**config.mk**
```make
export PLATFORM = sky130hd
export DESIGN_NAME = uart_sender_flat
export DESIGN_NICKNAME = d
export VERILOG_FILES = /design/src/rtl/uart_sender_if.sv /design/src/rtl/uart_sender.sv /design/src/flat_wrapper.sv
export SDC_FILE = /design/constraint.sdc
export NUM_CORES = 1
export LEC_CHECK = 0
export ABC_AREA = 1
export CAP_MARGIN = 5
export CORE_ASPECT_RATIO = 0.8
export CORE_MARGIN = 2
export CORE_UTILIZATION = 50
export CTS_CLUSTER_SIZE = 14
export DETAILED_ROUTE_END_ITERATION = 6
export PLACE_DENSITY = 0.7
export SYNTH_ARGS = -nofsm -noshare
export SYNTH_HDL_FRONTEND = slang
export SYNTH_SLANG_ARGS = --single-unit
```
**constraint.sdc**
```tcl
create_clock -name clk -period 3.92 [get_ports clk]
set_clock_uncertainty 0.1 [all_clocks]
set_input_delay 0.392 -clock clk [delete_from_list [all_inputs] [get_ports clk]]
set_output_delay 0.392 -clock clk [all_outputs]
set_load 0.05 [all_outputs]
```
**src/rtl/uart_sender_if.sv**
```systemverilog
// rtl/uart_sender_if.sv - byte handshake between UART controller and uart_sender
interface uart_sender_if;
   logic [7:0] TX_DATA;
   logic       TX_EN;
   logic       TX_STATUS;

   modport master (output TX_DATA, output TX_EN, input TX_STATUS);
   modport slave  (input TX_DATA, input TX_EN, output TX_STATUS);
endinterface

```
**src/rtl/uart_sender.sv**
```systemverilog
// rtl/uart_sender.sv - 8-N-1 UART transmitter; define UART_PARITY_EN for 8-E-1 framing
module uart_sender #(
   parameter int CLKS_PER_BIT = 5208
) (
   input  logic         clk,
   input  logic         reset,
   uart_sender_if.slave tx_if,
   output logic         UART_TX
);

   localparam int CW = $clog2(CLKS_PER_BIT);
   localparam logic [CW-1:0] LAST = CW'(CLKS_PER_BIT - 1);

   typedef enum logic [2:0] {
      IDLE,
      START,
      DATA,
`ifdef UART_PARITY_EN
      PARITY,
`endif
      STOP
   } state_t;

   state_t        state_q, state_d;
   logic [CW-1:0] cnt_q, cnt_d;
   logic [2:0]    idx_q, idx_d;
   logic [7:0]    shift_q, shift_d;
   logic          tx_q, tx_d;
   logic          status_q, status_d;

   always_ff @(posedge clk) begin
      if (reset) begin
         state_q  <= IDLE;
         cnt_q    <= '0;
         idx_q    <= '0;
         shift_q  <= '0;
         tx_q     <= 1'b1;
         status_q <= 1'b1;
      end else begin
         state_q  <= state_d;
         cnt_q    <= cnt_d;
         idx_q    <= idx_d;
         shift_q  <= shift_d;
         tx_q     <= tx_d;
         status_q <= status_d;
      end
   end

   // Outputs are computed one edge ahead so UART_TX and TX_STATUS stay registered.
   always_comb begin
      state_d  = state_q;
      cnt_d    = cnt_q;
      idx_d    = idx_q;
      shift_d  = shift_q;
      tx_d     = tx_q;
      status_d = status_q;
      case (state_q)
         IDLE: begin
            tx_d     = 1'b1;
            status_d = 1'b1;
            if (tx_if.TX_EN) begin
               shift_d  = tx_if.TX_DATA;
               state_d  = START;
               cnt_d    = '0;
               idx_d    = '0;
               tx_d     = 1'b0;
               status_d = 1'b0;
            end
         end
         START: begin
            if (cnt_q == LAST) begin
               cnt_d   = '0;
               state_d = DATA;
               tx_d    = shift_q[0];
            end else begin
               cnt_d = cnt_q + CW'(1);
            end
         end
         DATA: begin
            if (cnt_q == LAST) begin
               cnt_d = '0;
               if (idx_q == 3'd7) begin
`ifdef UART_PARITY_EN
                  state_d = PARITY;
                  tx_d    = ^shift_q;
`else
                  state_d = STOP;
                  tx_d    = 1'b1;
`endif
               end else begin
                  idx_d = idx_q + 3'd1;
                  tx_d  = shift_q[idx_q + 3'd1];
               end
            end else begin
               cnt_d = cnt_q + CW'(1);
            end
         end
`ifdef UART_PARITY_EN
         PARITY: begin
            if (cnt_q == LAST) begin
               cnt_d   = '0;
               state_d = STOP;
               tx_d    = 1'b1;
            end else begin
               cnt_d = cnt_q + CW'(1);
            end
         end
`endif
         STOP: begin
            if (cnt_q == LAST) begin
               cnt_d    = '0;
               state_d  = IDLE;
               tx_d     = 1'b1;
               status_d = 1'b1;
            end else begin
               cnt_d = cnt_q + CW'(1);
            end
         end
         default: begin
            state_d  = IDLE;
            tx_d     = 1'b1;
            status_d = 1'b1;
         end
      endcase
   end

   assign UART_TX         = tx_q;
   assign tx_if.TX_STATUS = status_q;

endmodule

```
**src/flat_wrapper.sv**
```systemverilog
// flat-port wrapper written by rule: the top's interface ports become plain ports
module uart_sender_flat 
#(
   parameter int CLKS_PER_BIT = 5208
)
  (clk, reset, UART_TX, tx_if_TX_DATA, tx_if_TX_EN, tx_if_TX_STATUS);
  uart_sender_if tx_if_i ();
  input  logic clk;
  input  logic reset;
  output logic UART_TX;
  input wire logic [$bits(tx_if_i.TX_DATA)-1:0] tx_if_TX_DATA;
  input wire logic [$bits(tx_if_i.TX_EN)-1:0] tx_if_TX_EN;
  output wire logic [$bits(tx_if_i.TX_STATUS)-1:0] tx_if_TX_STATUS;
  assign tx_if_i.TX_DATA = tx_if_TX_DATA;
  assign tx_if_i.TX_EN = tx_if_TX_EN;
  assign tx_if_TX_STATUS = tx_if_i.TX_STATUS;
  uart_sender #(.CLKS_PER_BIT(CLKS_PER_BIT)) u_core (.clk(clk), .reset(reset), .tx_if(tx_if_i), .UART_TX(UART_TX));
endmodule
```
==> run metrics, run 1 <==
slowest CP cell sky130_fd_sc_hd__dfxtp_1; cell count after synthesis 230; Die Area 3602 sq um; ratio of final minimum period to clock period 50.31%; critical path peak fanout 12; area taken by multi-input logic gates 882.1 sq um; count of maximum capacitance violations 0; core area 3040 sq um; global-route wire length before repair 5.506 mm; initial antenna violation count 0; Nets 262; Tightest Hold Check Type reg2reg; largest net degree at the start of global routing 15; die height 54.09 um; Antenna Cells 0; TritonCTS clock tree yes; area fraction of the dominant cell type after synthesis 35.75%; clock buffer count from CTS 3; # setup viols final 0; Hold-fix buffers, CTS 0; number of rows in the core area 18; nature of the critical path startpoint register; via count 1,394; fill cell count 299; routed wire length 3.216 mm; WP depth 8; initial standard-cell utilization of the core 51.56%; count of final hold-check violations 0; fraction of layout cells with a size suffix above 1 5.394%; status finished, final reports clean; number of global-route vias before repair 1,205; number of vias per cell 4.961; final-report max-slew violation count 0; clock latency of the later-clocked register in the worst-skew pair 0.27 ns; Boundary Pins 13; number of remaining DRC errors 0; final estimated routing congestion in global placement 0.8359; number of cells on the worst reg-to-reg path 8; WP data required 3.96 ns; detailed placer's ending HPWL 2.473 mm; register bit total from synthesis 28; cell area after technology mapping 1568 sq um; cell taking the most area after synthesis sky130_fd_sc_hd__dfxtp_1; synthesis warning total 0; Die Span X 66.61 um; Static Leak 0.7254 nW; CP cell instances inv_1, ha_1, nand2_4, inv_1, a21oi_1, nand3_1, nand2_1, a21oi_1; total number of clock tree sinks 28; Root Buffer sky130_fd_sc_hd__clkbuf_8; Max transition margin 66.54%; count of buffers added by post-CTS timing repair for setup 0; max frequency 507.0 MHz; Detail Route Antenna Nets 0; cells taking the most area after synthesis sky130_fd_sc_hd__dfxtp_1 (36%), sky130_fd_sc_hd__nand2_1 (14%), sky130_fd_sc_hd__nor2_1 (9.1%); post-route total power 0.0008494 W; syn nets 249; number of DRC violations after detailed-routing iteration 0 84; smallest setup slack after layout 1.948 ns; family with the most delay on the worst path simple AND/OR/NAND/NOR gates; gr ovfl total 0; worst path arrival time 2.01 ns; number of input and output port buffers inserted 12; syn_area_per_cell 6.816 sq um; Crit path buffers/inverters 2; unique cell type count in the Yosys netlist 31; GRT Util Overall 20.06%; Detailed Routing Iterations Pass 1 4; startpoint-to-endpoint class of the critical path reg2reg; slew at the pin closest to its max-slew limit 0.5004 ns; setup TNS 0 ns; pre-CTS WS 1.801 ns; power density relative to cell area 484.9 nW/um^2; Worst-path clk slew 0.09 ns; Max clock buf depth 2; stage delay of the slowest cell on the critical path 0.39 ns; RSZ-0062 raised after global routing false; final critical delay including setup and external delays 1.972 ns; number of cells upsized or downsized after cts 0; H-Tree Depth 1; mean routed wirelength per cell 11.44 um; Register Area 560.5 sq um; Min-Delay Path Depth 2; worst IR drop on VDD 0.5183 mV; layout overhead on the synthesized area 11.73%; Crit. End Element register; sequential share of the synthesized area 35.75%
## power breakdown
part	leakage (nW)	switching (W)	total, W	internal, W
clock network	0.0216	0.0000821	0.000151	0.0000689
logic	0.475	0.000212	0.000334	0.000122
registers	0.229	0.0000327	0.000364	0.000332
total	0.725	0.000327	0.000849	0.000523
## state kept, by name, indices dropped and copies added, names as in the netlist
| register | cells |
|---|---|
| u_core.cnt_q | 13 |
| u_core.tx_if.TX_STATUS | 1 |
| u_core.shift_q | 8 |
| u_core.idx_q | 3 |
| u_core.UART_TX | 1 |
| u_core.state_q | 2 |
## cell usage after synthesis (all sizes together)
library cell / number
nand2: 61
nor2: 39
dfxtp: 28
inv: 25
nand3: 22
a21oi: 14
o21ai: 12
ha: 8
nand4: 4
xor2: 3
buf: 2
clkbuf: 2
nand3b: 2
a211oi: 1
and2: 1
clkinv: 1
nor4: 1
o21a: 1
o22ai: 1
or2: 1
or3: 1
## layer usage
metal,up-vias,wire length [um],GRT usage [%]
met1,607,1793,30.18
met3,2,119,4.393
li1,756,-,-
met5,-,0,0
met2,29,1280,29.17
met4,0,23,4.082
## final cells by class
type | instances | share of cell area [%]
clock buffers | 3 | 2.357
inverters | 26 | 5.571
multi-input cells | 172 | 50.36
flip-flops and latches | 28 | 32.00
well taps | 40 | 2.857
repair buffers | 12 | 6.857
## worst paths after layout
| path | end | startpoint | slack, ns |
|---|---|---|---|
| worst min-delay path | u_core.idx_q[2] | u_core.idx_q[2] | 0.37 |
| worst max-delay path | u_core.idx_q[1] | u_core.state_q[0] | 1.95 |
| worst min register to register | u_core.idx_q[2] | u_core.idx_q[2] | 0.37 |
| worst max register to register | u_core.idx_q[1] | u_core.state_q[0] | 1.95 |
## cell usage in the layout (no fill, tap or decap)
master                            netlist  routed
sky130_fd_sc_hd__a21oi_1               14      14
sky130_fd_sc_hd__nand3_2                1       1
sky130_fd_sc_hd__o22ai_1                1       1
sky130_fd_sc_hd__ha_1                   8       8
sky130_fd_sc_hd__xor2_1                 3       3
sky130_fd_sc_hd__inv_2                  1       1
sky130_fd_sc_hd__nor4_1                 1       1
sky130_fd_sc_hd__nor2_1                38      38
sky130_fd_sc_hd__nand2_2                1       1
sky130_fd_sc_hd__o21a_1                 1       1
sky130_fd_sc_hd__nand3_4                1       1
sky130_fd_sc_hd__or3_4                  1       1
sky130_fd_sc_hd__nand2_1               58      58
sky130_fd_sc_hd__clkinv_1               1       1
sky130_fd_sc_hd__dfxtp_1               28      28
sky130_fd_sc_hd__or2_2                  1       1
sky130_fd_sc_hd__nand2_4                2       2
sky130_fd_sc_hd__nand3_1               20      20
sky130_fd_sc_hd__nor2_2                 1       1
sky130_fd_sc_hd__o21ai_4                1       1
sky130_fd_sc_hd__a211oi_1               1       1
sky130_fd_sc_hd__inv_1                 24      24
sky130_fd_sc_hd__clkdlybuf4s50_1        0      12
sky130_fd_sc_hd__nand3b_1               2       2
sky130_fd_sc_hd__and2_1                 1       1
sky130_fd_sc_hd__nand4_1                4       4
sky130_fd_sc_hd__clkbuf_8               0       3
sky130_fd_sc_hd__o21ai_0               10      10
sky130_fd_sc_hd__o21ai_1                1       1
## cell families after synthesis
family / share of synthesized area (%)
and+or+nand+nor: 37.83
buffers and inverters: 7.980
AOI/OAI and AO/OA: 10.38
DFF: 35.75
adders and majority gates: 6.385
xor gates and xnor gates: 1.676
## stage by stage
stage	instance area [sq um]	std cells	utilization [%]	hold slack, ns
floorplan	1568	230	-	0.3447
global placement	1710	278	56.26	0.3566
detailed placement	1710	278	56.26	0.3610
CTS	1752	281	57.61	0.3750
global route	1752	281	57.61	0.3915
finish	1752	281	57.61	0.3741
## worst register-to-register path: stages, from the launching register on
cell and delay, ns:
sky130_fd_sc_hd__dfxtp_1 0.39, sky130_fd_sc_hd__inv_1 0.09, sky130_fd_sc_hd__ha_1 0.27, sky130_fd_sc_hd__nand2_4 0.13, sky130_fd_sc_hd__inv_1 0.21, sky130_fd_sc_hd__a21oi_1 0.31, sky130_fd_sc_hd__nand3_1 0.19, sky130_fd_sc_hd__nand2_1 0.10
sky130_fd_sc_hd__a21oi_1 0.06
No activity file was read; power rests on OpenSTA's default activity.
==> run 2, diff against run 1 <==
Clock period 3.92 ns to 1.99 ns, I/O delays scaled along.
==> run metrics, run 2 (same netlist as run 1, synthesis figures left out) <==
final core occ 58.85%; final critical delay including setup and external delays 1.777 ns; clock latency of the later-clocked register in the worst-skew pair 0.28 ns; Worst-path clk slew 0.09 ns; gr ovfl total 0; switching power 0.0006691 W; pre-CTS WS 0.2502 ns; slowest CP cell sky130_fd_sc_hd__dfxtp_1; global-route wire length before repair 5.499 mm; GR Util met3 5.021%; Boundary Pins 13; Max clock buf depth 2; part of the total power dissipated in combinational logic 40.7%; total number of clock tree sinks 28; routed wire length 3.292 mm; largest net degree at the start of global routing 15; H-Tree Depth 1; Switching Fraction 38.70%; worst IR drop on VDD 0.9001 mV; Nets 267; number of input and output port buffers inserted 12; layout overhead on the synthesized area 14.13%; mean routed wirelength per cell 11.51 um; end point of the critical path u_core.idx_q[0]; number of rows in the core area 18; TritonCTS clock tree yes; most utilized layer in the global route result met2; Hold-fix buffers, CTS 0; final estimated routing congestion in global placement 0.8323; power density relative to cell area 966.4 nW/um^2; Max transition margin 66.43%; Register-to-Register Setup Slack 0.21 ns; worst reg2reg endpoint u_core.idx_q[0]; max frequency 562.8 MHz; number of cells upsized or downsized after cts 0; most frequent standard cell in the layout excluding fill and tap cells sky130_fd_sc_hd__nand2_1; # setup viols final 0; setup TNS 0 ns; critical path peak fanout 5; Die Area 3602 sq um; number of global-route vias before repair 1,200; fraction of layout cells with a size suffix above 1 7.317%; Root Buffer sky130_fd_sc_hd__clkbuf_8; Largest register FFs 13; number of DRC violations after detailed-routing iteration 0 78; stage delay of the slowest cell on the critical path 0.40 ns; sequential cell fraction of total power 41.4%; Reg-to-Reg Start u_core.state_q[0]; ratio of final minimum period to clock period 89.29%; number of remaining DRC errors 0; count of final hold-check violations 0; count of maximum capacitance violations 0; Crit. End Element register; highest-count cells in the layout ignoring fill and taps sky130_fd_sc_hd__nand2_1 (58), sky130_fd_sc_hd__nor2_1 (38), sky130_fd_sc_hd__dfxtp_1 (28); number of cells on the worst reg-to-reg path 8; worst setup path start u_core.state_q[0]; Detail Route Antenna Nets 0; initial standard-cell utilization of the core 51.56%; GRT Util Overall 20.75%; status finished, final reports clean; Antenna Cells 0; largest registers in the final layout u_core.cnt_q (13), u_core.shift_q (8), u_core.idx_q (3); CP cell instances inv_1, ha_1, nand2_4, inv_1, a21oi_1, nand3_1, nor2_1, nor2_1; worst path arrival time 1.86 ns; Die Span X 66.61 um; initial antenna violation count 0; fill cell count 295; RSZ-0062 raised after global routing false; GRT met1 Usage 29.58%; global routing usage on met2 30.50%; count of buffers added by post-CTS timing repair for setup 0; smallest setup slack after layout 0.2130 ns; worst hold-check slack 0.3725 ns; slew at the pin closest to its max-slew limit 0.5020 ns; nature of the critical path startpoint register; Static Leak 0.7502 nW; Tightest Hold Check Type reg2reg; via count 1,431; number of vias per cell 5.003; Detailed Routing Iterations Pass 1 4; WP data required 2.07 ns; largest register by flop count u_core.cnt_q; startpoint-to-endpoint class of the critical path reg2reg; internal power 0.001060 W; detailed placer's ending HPWL 2.496 mm; final-report max-slew violation count 0; share of power burned in the clock network 17.9%; clock buffer count from CTS 3; die height 54.09 um; post-route total power 0.001729 W; core area 3040 sq um
-- run 2: changes by cell type in the layout (fill, tap and decap cells not counted), sizes merged --
cell,before,now
buf,0,5
-- run 2: critical path, delay by kind of cell (launching register included) --
family / cells / cell delay, ns
AOI/OAI and AO/OA: 1 / 0.24
adders and majority gates: 1 / 0.27
buffers and inverters: 2 / 0.18
DFF: 1 / 0.40
and+or+nand+nor: 4 / 0.48
-- run 2: final cells by class --
cell class / count / area, sq um / share of cell area [%]
repair buffers: 17 / 157.7 / 8.811
well taps: 40 / 50.05 / 2.797
multi-input cells: 172 / 882.1 / 49.30
inverters: 26 / 97.59 / 5.455
clock buffers: 3 / 41.29 / 2.308
flip-flops and latches: 28 / 560.5 / 31.33
-- run 2: worst min-delay path by stage --
stage	cells past startpoint	slack, ns	from	endpoint
finish	2	0.37	u_core.idx_q[1]	u_core.idx_q[1]
CTS	2	0.37	u_core.idx_q[1]	u_core.idx_q[1]
global route	2	0.39	u_core.idx_q[1]	u_core.idx_q[1]
global placement	2	0.36	u_core.tx_if.TX_STATUS	u_core.tx_if.TX_STATUS
floorplan	2	0.25	reset	u_core.cnt_q[0]
detailed placement	2	0.36	u_core.idx_q[1]	u_core.idx_q[1]
-- run 2: per-stage QoR --
stage / cell area [sq um] / std cells
final: 1789 / 286
after CTS: 1789 / 286
after global routing: 1789 / 286
after detailed placement: 1748 / 283
after global placement: 1748 / 283
after floorplan: 1568 / 230
-- run 2: routing by layer --
metal  part of all wire [%]  up-vias
li1                       -      770
met1                     54      630
met2                     41       26
met3                    3.6        5
met4                    1.6        0
met5                      0        -
-- run 2: power by group through the flow --
stage	Sequential (W)	Combinational (W)	Clock [W]
detailed placement	0.000730	0.000703	0
finish	0.000716	0.000704	0.000310
CTS	0.000717	0.000707	0.000323
global route	0.000730	0.000792	0.000336
floorplan	0.000770	0.000481	0
global placement	0.000729	0.000695	0
==> run 3, diff against run 2 <==
Settings changed: REMOVE_ABC_BUFFERS set to 1.
==> run metrics, run 3 (same netlist as run 1, synthesis figures left out) <==
ratio of final minimum period to clock period 89.59%; worst path arrival time 1.89 ns; global-route wire length before repair 5.823 mm; Root Buffer sky130_fd_sc_hd__clkbuf_8; HP Start u_core.idx_q[2]; Antenna Cells 0; power density relative to cell area 983.5 nW/um^2; slew at the pin closest to its max-slew limit 0.5030 ns; number of remaining DRC errors 0; total number of clock tree sinks 28; number of DRC violations after detailed-routing iteration 0 86; status finished, final reports clean; Die Area 3602 sq um; detailed placer's ending HPWL 2.488 mm; gr ovfl total 0; Tightest Hold Check Type reg2reg; number of cells on the worst reg-to-reg path 8; RSZ-0062 raised after global routing false; largest registers in the final layout u_core.cnt_q (13), u_core.shift_q (8), u_core.idx_q (3); worst reg2reg endpoint u_core.idx_q[1]; pre-CTS WS 0.1848 ns; critical path peak fanout 9; max frequency 560.9 MHz; design area 1807 sq um; Detail Route Antenna Nets 0; final critical delay including setup and external delays 1.783 ns; Crit. End Element register; initial antenna violation count 0; # setup viols final 0; number of rows in the core area 18; H-Tree Depth 1; clock buffer count from CTS 3; TritonCTS clock tree yes; Max transition margin 66.36%; worst IR drop on VDD 0.7197 mV; count of maximum capacitance violations 0; setup TNS 0 ns; routed wire length 3.310 mm; Detailed Routing Iterations Pass 1 4; hold worst-path end u_core.idx_q[2]; Reg-to-Reg Start u_core.state_q[0]; layout overhead on the synthesized area 15.24%; nature of the critical path startpoint register; Max clock buf depth 2; Largest register FFs 13; highest-count cells in the layout ignoring fill and taps sky130_fd_sc_hd__nand2_1 (58), sky130_fd_sc_hd__nor2_1 (38), sky130_fd_sc_hd__dfxtp_1 (28); Min-Delay Path Depth 2; largest net degree at the start of global routing 16; Hold-fix buffers, CTS 0; Worst-path clk slew 0.09 ns; Nets 267; final core occ 59.42%; final-report max-slew violation count 0; via count 1,424; count of final hold-check violations 0; smallest setup slack after layout 0.2071 ns; number of vias per cell 4.962; most frequent standard cell in the layout excluding fill and tap cells sky130_fd_sc_hd__nand2_1; core area 3040 sq um; fraction of layout cells with a size suffix above 1 8.097%; Boundary Pins 13; placed cell areas 1740 sq um; Register-to-Register Setup Slack 0.21 ns; Static Leak 0.7572 nW; largest register by flop count u_core.cnt_q; mean routed wirelength per cell 11.53 um; GRT Util Overall 21.54%; WP data required 2.10 ns; initial standard-cell utilization of the core 51.56%; number of input and output port buffers inserted 12; final estimated routing congestion in global placement 0.8491; clock latency of the later-clocked register in the worst-skew pair 0.28 ns; die height 54.09 um; Die Span X 66.61 um; number of global-route vias before repair 1,238; startpoint-to-endpoint class of the critical path reg2reg
## run 3: report_power, final
group,internal [W],switching [W]
Combinational,0.000271,0.000434
Clock,0.000177,0.000177
Sequential,0.000653,0.0000654
Total,0.00110,0.000676
## run 3: layout make-up
class / instances / area [sq um]
well taps: 40 / 50.05
fillers: 309 / 1234
clock buffers: 4 / 55.05
inverters: 26 / 97.59
multi-input cells: 172 / 885.9
repair buffers: 17 / 157.7
flip-flops and latches: 28 / 560.5
## run 3: worst max-delay path by stage
stage / from / endpoint / slack (ns) / cells after the start
after floorplan: u_core.state_q[0] / u_core.idx_q[0] / 0.31 / 8
after CTS: u_core.state_q[1] / u_core.idx_q[0] / 0.15 / 8
after detailed placement: u_core.state_q[1] / u_core.idx_q[0] / 0.18 / 8
after global routing: u_core.state_q[0] / u_core.idx_q[0] / 0.03 / 8
final: u_core.state_q[0] / u_core.idx_q[1] / 0.21 / 8
after global placement: tx_if_TX_EN / u_core.idx_q[0] / 0.22 / 8
## run 3: worst max-delay path: stages (launching register included)
cell                      delay (ns)
sky130_fd_sc_hd__dfxtp_1        0.40
sky130_fd_sc_hd__inv_1          0.09
sky130_fd_sc_hd__ha_1           0.27
sky130_fd_sc_hd__nand2_4        0.13
sky130_fd_sc_hd__inv_1          0.15
sky130_fd_sc_hd__a21oi_2        0.19
sky130_fd_sc_hd__buf_4          0.14
sky130_fd_sc_hd__nand4_1        0.10
sky130_fd_sc_hd__a21oi_1        0.16
## run 3: stage by stage
stage,power (W),hold slack (ns),std cells
final,0.001777,0.3871,287
after floorplan,0.001227,0.1681,226
after global routing,0.001915,0.4173,287
after CTS,0.001783,0.3840,286
after global placement,0.001417,0.3621,282
after detailed placement,0.001426,0.3677,282
## run 3: routing by layer
layer  vias up  global-route usage (%)  part of all wire (%)
li1        772                       -                     -
met1       618                   32.61                    55
met2        30                   30.17                    38
met3         4                   5.439                   5.6
met4         0                   5.102                  0.94
met5         -                       0                     0
## run 3: repair_timing
item                       CTS  global route
gates resized for setup      0             1
setup buffers                0             1
setup endpoints to repair    0             3
